## src/rtl/password_game_ctrl.sv

```systemverilog
`default_nettype none
// ============================================================================
// Module   : password_game_ctrl
// Brief    : Round controller for the password game. It debounces the enter
//            button, draws passwords from an LFSR, strobes the checker and
//            scores its results.
// Revision : 1.0
// ============================================================================
module password_game_ctrl #(
    parameter int         MAX_ATTEMPTS    = 3,
    parameter int         ROUNDS_TO_WIN   = 3,
    parameter int         DEBOUNCE_CYCLES = 16,
    parameter int         RESULT_TIMEOUT  = 4,
    parameter logic [9:0] LFSR_SEED       = 10'h2A5
) (
    input  logic       clk,
    input  logic       resetBit,
    input  logic       enterBtn,
    input  logic       success,
    input  logic       changeLED,
    input  logic [9:0] numberCorrect,
    output logic       enter,
    output logic [9:0] Password,
    output logic [9:0] ledOut,
    output logic [1:0] attemptsLeft,
    output logic [1:0] numberSuccess,
    output logic       gameWon,
    output logic       lockedOut
);

    localparam int               c_DB_W    = $clog2(DEBOUNCE_CYCLES);
    localparam logic [c_DB_W-1:0] c_DB_LAST = c_DB_W'(DEBOUNCE_CYCLES - 1);
    localparam int               c_TO_W    = $clog2(RESULT_TIMEOUT + 1);
    localparam logic [c_TO_W-1:0] c_TO_LAST = c_TO_W'(RESULT_TIMEOUT - 1);
    localparam logic [1:0]       c_MAX_ATT = 2'(MAX_ATTEMPTS);
    localparam logic [1:0]       c_RW      = 2'(ROUNDS_TO_WIN);

    localparam logic [2:0] c_IDLE    = 3'd0;
    localparam logic [2:0] c_GEN     = 3'd1;
    localparam logic [2:0] c_WAIT_IN = 3'd2;
    localparam logic [2:0] c_CHECK   = 3'd3;
    localparam logic [2:0] c_RESULT  = 3'd4;
    localparam logic [2:0] c_WON     = 3'd5;
    localparam logic [2:0] c_LOCKED  = 3'd6;

    logic              r_sync1, r_sync2;
    logic              r_db, r_db_q, r_press;
    logic [c_DB_W-1:0] r_db_cnt;
    logic [9:0]        r_lfsr;
    logic [2:0]        r_state;
    logic [c_TO_W-1:0] r_tcnt;
    logic              r_enter, r_won, r_lock;
    logic [9:0]        r_pwd, r_led;
    logic [1:0]        r_att, r_nsucc;

    logic w_win, w_timeout, w_judge;

    // The debounced level flips only after the synchronized input has disagreed
    // with it for DEBOUNCE_CYCLES consecutive cycles; press is registered.
    always_ff @(posedge clk or posedge resetBit) begin
        if (resetBit) begin
            r_sync1  <= 1'b0;
            r_sync2  <= 1'b0;
            r_db     <= 1'b0;
            r_db_q   <= 1'b0;
            r_db_cnt <= '0;
            r_press  <= 1'b0;
        end else begin
            r_sync1 <= enterBtn;
            r_sync2 <= r_sync1;
            r_db_q  <= r_db;
            r_press <= r_db & ~r_db_q;
            if (r_sync2 != r_db) begin
                if (r_db_cnt == c_DB_LAST) begin
                    r_db     <= r_sync2;
                    r_db_cnt <= '0;
                end else begin
                    r_db_cnt <= r_db_cnt + c_DB_W'(1);
                end
            end else begin
                r_db_cnt <= '0;
            end
        end
    end

    always_ff @(posedge clk or posedge resetBit) begin
        if (resetBit) r_lfsr <= LFSR_SEED;
        else          r_lfsr <= {r_lfsr[8:0], r_lfsr[9] ^ r_lfsr[6]};
    end

    assign w_win     = success | (numberCorrect == 10'h3FF);
    assign w_timeout = ~changeLED & (r_tcnt == c_TO_LAST);
    assign w_judge   = changeLED | w_timeout;

    always_ff @(posedge clk or posedge resetBit) begin
        if (resetBit) begin
            r_state <= c_IDLE;
            r_tcnt  <= '0;
            r_enter <= 1'b0;
            r_won   <= 1'b0;
            r_lock  <= 1'b0;
            r_pwd   <= '0;
            r_led   <= '0;
            r_att   <= '0;
            r_nsucc <= '0;
        end else begin
            case (r_state)
                c_IDLE: begin
                    if (r_press) begin
                        r_state <= c_GEN;
                        r_nsucc <= '0;
                        r_led   <= '0;
                    end
                end
                c_GEN: begin
                    r_pwd   <= r_lfsr;
                    r_att   <= c_MAX_ATT;
                    r_state <= c_WAIT_IN;
                end
                c_WAIT_IN: begin
                    if (r_press) begin
                        r_state <= c_CHECK;
                        r_enter <= 1'b1;
                        r_tcnt  <= '0;
                    end
                end
                c_CHECK: begin
                    r_enter <= 1'b0;
                    r_state <= c_RESULT;
                end
                c_RESULT: begin
                    if (!w_judge) begin
                        r_tcnt <= r_tcnt + c_TO_W'(1);
                    end else begin
                        // A silent checker scores as a failed attempt with no LEDs lit.
                        r_led <= changeLED ? numberCorrect : 10'h000;
                        if (changeLED && w_win) begin
                            if (r_nsucc != c_RW) r_nsucc <= r_nsucc + 2'd1;
                            if (r_nsucc + 2'd1 == c_RW) begin
                                r_state <= c_WON;
                                r_won   <= 1'b1;
                            end else begin
                                r_state <= c_GEN;
                            end
                        end else if (r_att <= 2'd1) begin
                            r_att   <= 2'd0;
                            r_state <= c_LOCKED;
                            r_lock  <= 1'b1;
                        end else begin
                            r_att   <= r_att - 2'd1;
                            r_state <= c_WAIT_IN;
                        end
                    end
                end
                c_WON, c_LOCKED: begin
                    if (r_press) begin
                        r_state <= c_IDLE;
                        r_won   <= 1'b0;
                        r_lock  <= 1'b0;
                        r_pwd   <= '0;
                        r_led   <= '0;
                        r_att   <= '0;
                        r_nsucc <= '0;
                    end
                end
                default: r_state <= c_IDLE;
            endcase
        end
    end

    assign enter         = r_enter;
    assign Password      = r_pwd;
    assign ledOut        = r_led;
    assign attemptsLeft  = r_att;
    assign numberSuccess = r_nsucc;
    assign gameWon       = r_won;
    assign lockedOut     = r_lock;

endmodule
`default_nettype wire
```

## config.mk

```make
export PLATFORM = sky130hd
export DESIGN_NAME = password_game_ctrl
export DESIGN_NICKNAME = d
export VERILOG_FILES = /design/src/rtl/password_game_ctrl.sv
export SDC_FILE = /design/constraint.sdc
export NUM_CORES = 1
export LEC_CHECK = 0
export BUFFER_PORTS_ARGS = -buffer_cell sky130_fd_sc_hd__buf_2
export CORE_UTILIZATION = 45
export DETAILED_ROUTE_END_ITERATION = 7
export GPL_TIMING_DRIVEN = 1
export PLACE_DENSITY = 0.72
export SLEW_MARGIN = 25
export SYNTH_ARGS = -nofsm -noshare
export SYNTH_HDL_FRONTEND = slang
export SYNTH_SLANG_ARGS = --single-unit
export TNS_END_PERCENT = 100
```

## constraint.sdc

```tcl
create_clock -name clk -period 3.3 [get_ports clk]
set_input_delay 0 -clock clk [delete_from_list [all_inputs] [get_ports clk]]
set_output_delay 0 -clock clk [all_outputs]
set_load 0.01 [all_outputs]
```

## After elaboration in Yosys (flattened, before gate mapping)

Cells that the tools add are included.

- Output and inout bits: 27
- Register bits: 52

- Order comparisons: 1
- Mux-type cells: 37
- Equal/unequal tests: 23
- Reduce and logical (&&, ||, !) cells: 20
- Add/sub/neg operators: 4
- Bitwise operators: 7

Operator list:

| operator | count |
|---|---|
| $pmux 10 s2 | 2 |
| $mux 10 | 3 |
| $mux 3 | 8 |
| $ne 2x2->1 const B | 11 |
| $pmux 3 s6 | 1 |
| $reduce_and 5->1 | 3 |
| $mux 2 | 7 |
| $eq 10x10->1 const B | 1 |
| $reduce_bool 2->1 | 5 |
| $eq 3x2->1 const B | 3 |
| $eq 3x3->1 const B | 3 |
| $mux 1 | 8 |
| $mux 4 | 2 |
| $reduce_and 4->1 | 2 |
| $pmux 1 s2 | 3 |
| $pmux 2 s3 | 1 |
| $pmux 3 s2 | 1 |
| $reduce_and 2->1 | 3 |
| $reduce_and 3->1 | 2 |
| $add 4x1->4 const B | 1 |
| $eq 4x4->1 const B | 1 |
| $pmux 2 s2 | 1 |
| $add 3x1->3 const B | 1 |
| $eq 3x1->1 const B | 1 |
| 15 further kinds | 18 |

## Longest topological paths before layout

- Word-level depth: 6
- Depth in mapped cells: 6
- Depth with buffers taken out: 6

## Least setup slack after synthesis

OpenSTA, ideal clock, no wires.

- Path kind: flip-flop to flip-flop
- Start point: register r_tcnt[0]
- End point: register r_nsucc[0] (netlist: numberSuccess[0])
- Setup slack: 1.611 ns
- Cell stages (with the launch flop): 7
- Setup time: 0.128 ns
- Arrival: 1.562 ns
- Required time: 3.172 ns
- Path buffers: 0
- Path through: dfrtp_1 -> ha_1 -> ha_1 -> o21bai_2 -> a221oi_4 -> o22ai_2 -> mux2_1

- Word-level cells in the longest chain between the ends: 5

Ends and longest elaborated chain:

| element | RTL line | RTL |
|---|---|---|
| start, declared | 51 | `logic [c_TO_W-1:0] r_tcnt;` |
| start signal, assigned | 133 | `r_tcnt <= r_tcnt + c_TO_W'(1);` |
| $eq 3x2->1 | 92 | `assign w_timeout = ~changeLED & (r_tcnt == c_TO_LAST);` |
| $and 1x1->1 | 92 |  |
| $or 1x1->1 | 93 | `assign w_judge = changeLED \| w_timeout;` |
| $ne 2x2->1 (no line) | n/a |  |
| $reduce_and 5->1 (no line) | n/a |  |
| end signal, assigned | 138 | `if (r_nsucc != c_RW) r_nsucc <= r_nsucc + 2'd1;` |
| end, declared | 54 | `logic [1:0] r_att, r_nsucc;` |

No other way between the ends.
A chain may end at the register's enable or synchronous reset.

## Final worst setup path

- Start point: register r_state[2]
- End point: register r_att[1] (netlist: attemptsLeft[1])

- Word-level cells in the longest chain between the ends: 4
- Elaborated cells on any way between the ends: 11
- Classes of those cells: eq/ne (7); mux (1); reduce/logical (3)

Ends and longest elaborated chain:

| element | RTL line | RTL |
|---|---|---|
| start, declared | 50 | `logic [2:0] r_state;` |
| start signal, assigned | 97 | `r_state <= c_IDLE;` |
| start signal, assigned | 110 | `r_state <= c_GEN;` |
| start signal, assigned | 118 | `r_state <= c_WAIT_IN;` |
| $eq 3x3->1 | 107 | `case (r_state)` |
| $reduce_or 2->1 | 107 |  |
| $ne 2x2->1 (no line) / $reduce_bool 3->1 (equally long branches) | n/a |  |
| $reduce_and 4->1 (no line) | n/a |  |
| end signal, assigned | 117 | `r_att <= c_MAX_ATT;` |
| end signal, assigned | 150 | `r_att <= r_att - 2'd1;` |
| end, declared | 54 |  |

Parallel ways exist; a longest one is shown, timed or not.

==> flow_metrics.tcl <==
set metrics [dict create \
    outcome "complete, no violations" \
    syn_nets 210 \
    worstPathCellList "or3b_4 -> nor2_2 -> a2111oi_0 -> o22ai_1" \
    finalMaxSlewViolations 0 \
    grt_pass1_wl_um 7389 \
    dp_hpwl_um 2992 \
    finalNonFillerCells 309 \
    placed_cells 289 \
    gr-total-overflow 0 \
    cp_num_buf_inv 0 \
    synth_cell_types 60 \
    fin_util 0.5695 \
    finalSetupViolCount 0 \
    r2r_cells 4 \
    slowest_stage "dfrtp_1" \
    clk_pin_slew_ps 90 \
    area_growth_pct 18.27 \
    async_flop_share 1.000 \
    p_leak_nw 1.275 \
    fmax_mhz 494.4 \
    ys.flop_type "dfrtp_1" \
    path_class "reg -> reg" \
    synthAdderAreaFrac 0.02680 \
    layout.nets 261 \
    final_hold_viol_count 0 \
    globalplace.congestion 0.9209 \
    avgViaCountPerCell 5.424 \
    synth-compound-area-share 0.2176 \
    dr.pass1.iters 4 \
    worstMarginPinSlew_ps 841.0 \
    period_share 0.6129 \
    crit_family "simple AND/OR/NAND/NOR gates" \
    cts_tree "yes" \
    fin_worst_skew_ps 4.643 \
    layout_common_cells "dfrtp_1, buf_2, a22o_1" \
    vias 1676 \
    grt_pass1_vias 1602 \
    ir_worst_vdd_uv 330.7 \
    synth_cells 190 \
    synthXorXnorAreaFrac 0.01501 \
    antenna_found_initial 0 \
    first_iter_violations 72 \
    grt_max_degree 53 \
    synth_largest_area_cell "dfrtp_1" \
    final_common_cell "dfrtp_1" \
    worstHoldPathCells 3 \
    ys_seq_area_frac 0.5600 \
    synth_edf_count 0 \
    post_drt_wl_per_cell_um 14.73 \
    routed_wl_um 4553 \
    slew_headroom 0.4387 \
    pin_count 42 \
    hold_path_class "in -> reg" \
    drc_errors 0 \
    syn_avg_cell_area_um2 12.29 \
    cts_resized 0 \
    yosys_warnings 0 \
    cts_made_buffers 5 \
    h-tree-depth 2 \
    crit_arrival_ps 2250 \
    dpl_worst_slack_ps 1301 \
    r2r-start "r_state[2]$_DFFE_PP0P_" \
    rsz0062_at_grt "no" \
    core_mm2 0.004848 \
    crit_path_start_kind "flop" \
    synthMuxAreaShare 0.01876 \
    cp_max_fo 18 \
    r2r-end "attemptsLeft[1]$_DFFE_PP0P_" \
    rows 25 \
    yosys.area_share.simple 0.1077 \
    grt_usage 0.1795 \
    port_buffers 41 \
    max-cap-violations 0 \
    clock_latency_ps 300 \
    synth_area_leaders "dfrtp_1, a22o_1, dfstp_2" \
    fin_ws_ps 1277 \
    hold_start "changeLED" \
    worst_setup_path_end_kind "flop" \
    max_stage_delay_ps 700 \
    cp.required_ps 3520 \
    total_power_mw 1.226 \
    root_buffer "clkbuf_8" \
    die-area_mm2 0.005480 \
    tns_ps 0 \
    fp.dieW_um 74.03 \
    ant_nets 0 \
    nFillCells 403 \
    synth_area_mm2 0.002335 \
    synth_seq_cells 52 \
    start_util 0.4815 \
    min_period_ps 2023 \
    clock_path_buffers 2 \
    drive_gt1_frac 0.2975 \
    powerDensity_mw_per_mm2 444.1 \
    r2r_slack_ps 1280 \
    die_h_um 74.03 \
    synth_top_area_share 0.5038 \
    whs_endpoint "gameWon$_DFFE_PP0P_" \
    clock-sinks 52 \
    n_antenna_cell 0 \
    synth_top_family_by_area "compound AO/OA/AOI/OAI gates" \
]
stage by stage:
step	area, um^2	hold WS (ps)
3_5_place_dp	2550	109.8
5_1_grt	2761	134.2
4_1_cts	2760	86.63
2_1_floorplan	2335	31.43
3_3_place_gp	2550	108.3
6_report	2761	111.2
synth_stat cells (2+ instances only):
cell type	number
dfrtp_1	47
a22o_1	20
inv_1	10
a21oi_1	8
nor2_1	8
nand2_1	6
dfstp_2	5
ha_1	5
buf_4	4
nor2b_1	4
o21ai_1	4
buf_6	3
nand2b_1	3
nand4_1	3
xnor2_1	3
buf_2	2
clkinv_1	2
inv_2	2
mux2_1	2
nand3_1	2
nor2_2	2
nor3_1	2
nor3_2	2
nor4_1	2
o21ai_0	2
o22ai_1	2
or2b_1	2
what timing repair did:
item	CTS	global route
hold buffers	12	0
endpoints found under the hold margin	58	0
buffers inserted	0	0
state kept, by name (all words and copies together) (netlist names):
name,cells
r_db,1
ledOut,10
gameWon,1
lockedOut,1
r_sync1,1
r_db_cnt,4
enter,1
r_sync2,1
r_tcnt,3
Password,10
r_lfsr,10
r_state,3
r_press,1
numberSuccess,2
attemptsLeft,2
r_db_q,1
power by group:
group / leakage (nW) / switching (mW) / internal, mW / total [mW]
clock network: 0.0445 / 0.207 / 0.151 / 0.358
registers: 0.671 / 0.0380 / 0.673 / 0.711
logic: 0.560 / 0.0819 / 0.0753 / 0.157
total: 1.28 / 0.327 / 0.899 / 1.23
per-layer routing:
metal | GRT usage | up-vias | wire (um)
met5 | 0 | - | 0
met4 | 0.07692 | 0 | 78
met3 | 0.03794 | 8 | 219
met2 | 0.2808 | 44 | 2150
met1 | 0.2425 | 820 | 2105
li1 | - | 804 | -
worst max path at each step:
stage	startpoint	to	slack, ps	cells after the start
floorplan	r_tcnt[0]$_DFFE_PP0P_	numberSuccess[0]$_DFFE_PP0P_	1610	6
global placement	r_state[2]$_DFFE_PP0P_	attemptsLeft[1]$_DFFE_PP0P_	1340	4
detailed placement	r_state[2]$_DFFE_PP0P_	attemptsLeft[1]$_DFFE_PP0P_	1300	4
CTS	r_state[2]$_DFFE_PP0P_	attemptsLeft[1]$_DFFE_PP0P_	1290	4
global route	r_state[2]$_DFFE_PP0P_	numberSuccess[1]$_DFFE_PP0P_	1140	4
finish	r_state[2]$_DFFE_PP0P_	attemptsLeft[1]$_DFFE_PP0P_	1280	4
cells by family (layout without fill, tap and decap cells):
logic type | after synthesis | count (layout)
compound gates | 60 | 60
xor+xnor | 4 | 4
fa+ha+maj | 5 | 5
buf+inv | 23 | 75
flops | 52 | 52
mux | 4 | 4
simple gates | 42 | 42
worst min-delay path, cell delays in order:
cell,delay (ps)
buf_2,150
nand4_1,140
a21oi_1,80
layout make-up:
type | instances | area [um^2] | share of cell area
sequential | 52 | 1308 | 0.4735
multi-input combinational | 115 | 900.9 | 0.3262
timing repair buffer | 53 | 325.3 | 0.1178
tap | 67 | 83.83 | 0.03036
clock buffer | 5 | 68.82 | 0.02492
inverter | 14 | 53.80 | 0.01948
clock inverter | 3 | 21.27 | 0.007703
(Power assumes the default switching activity.)
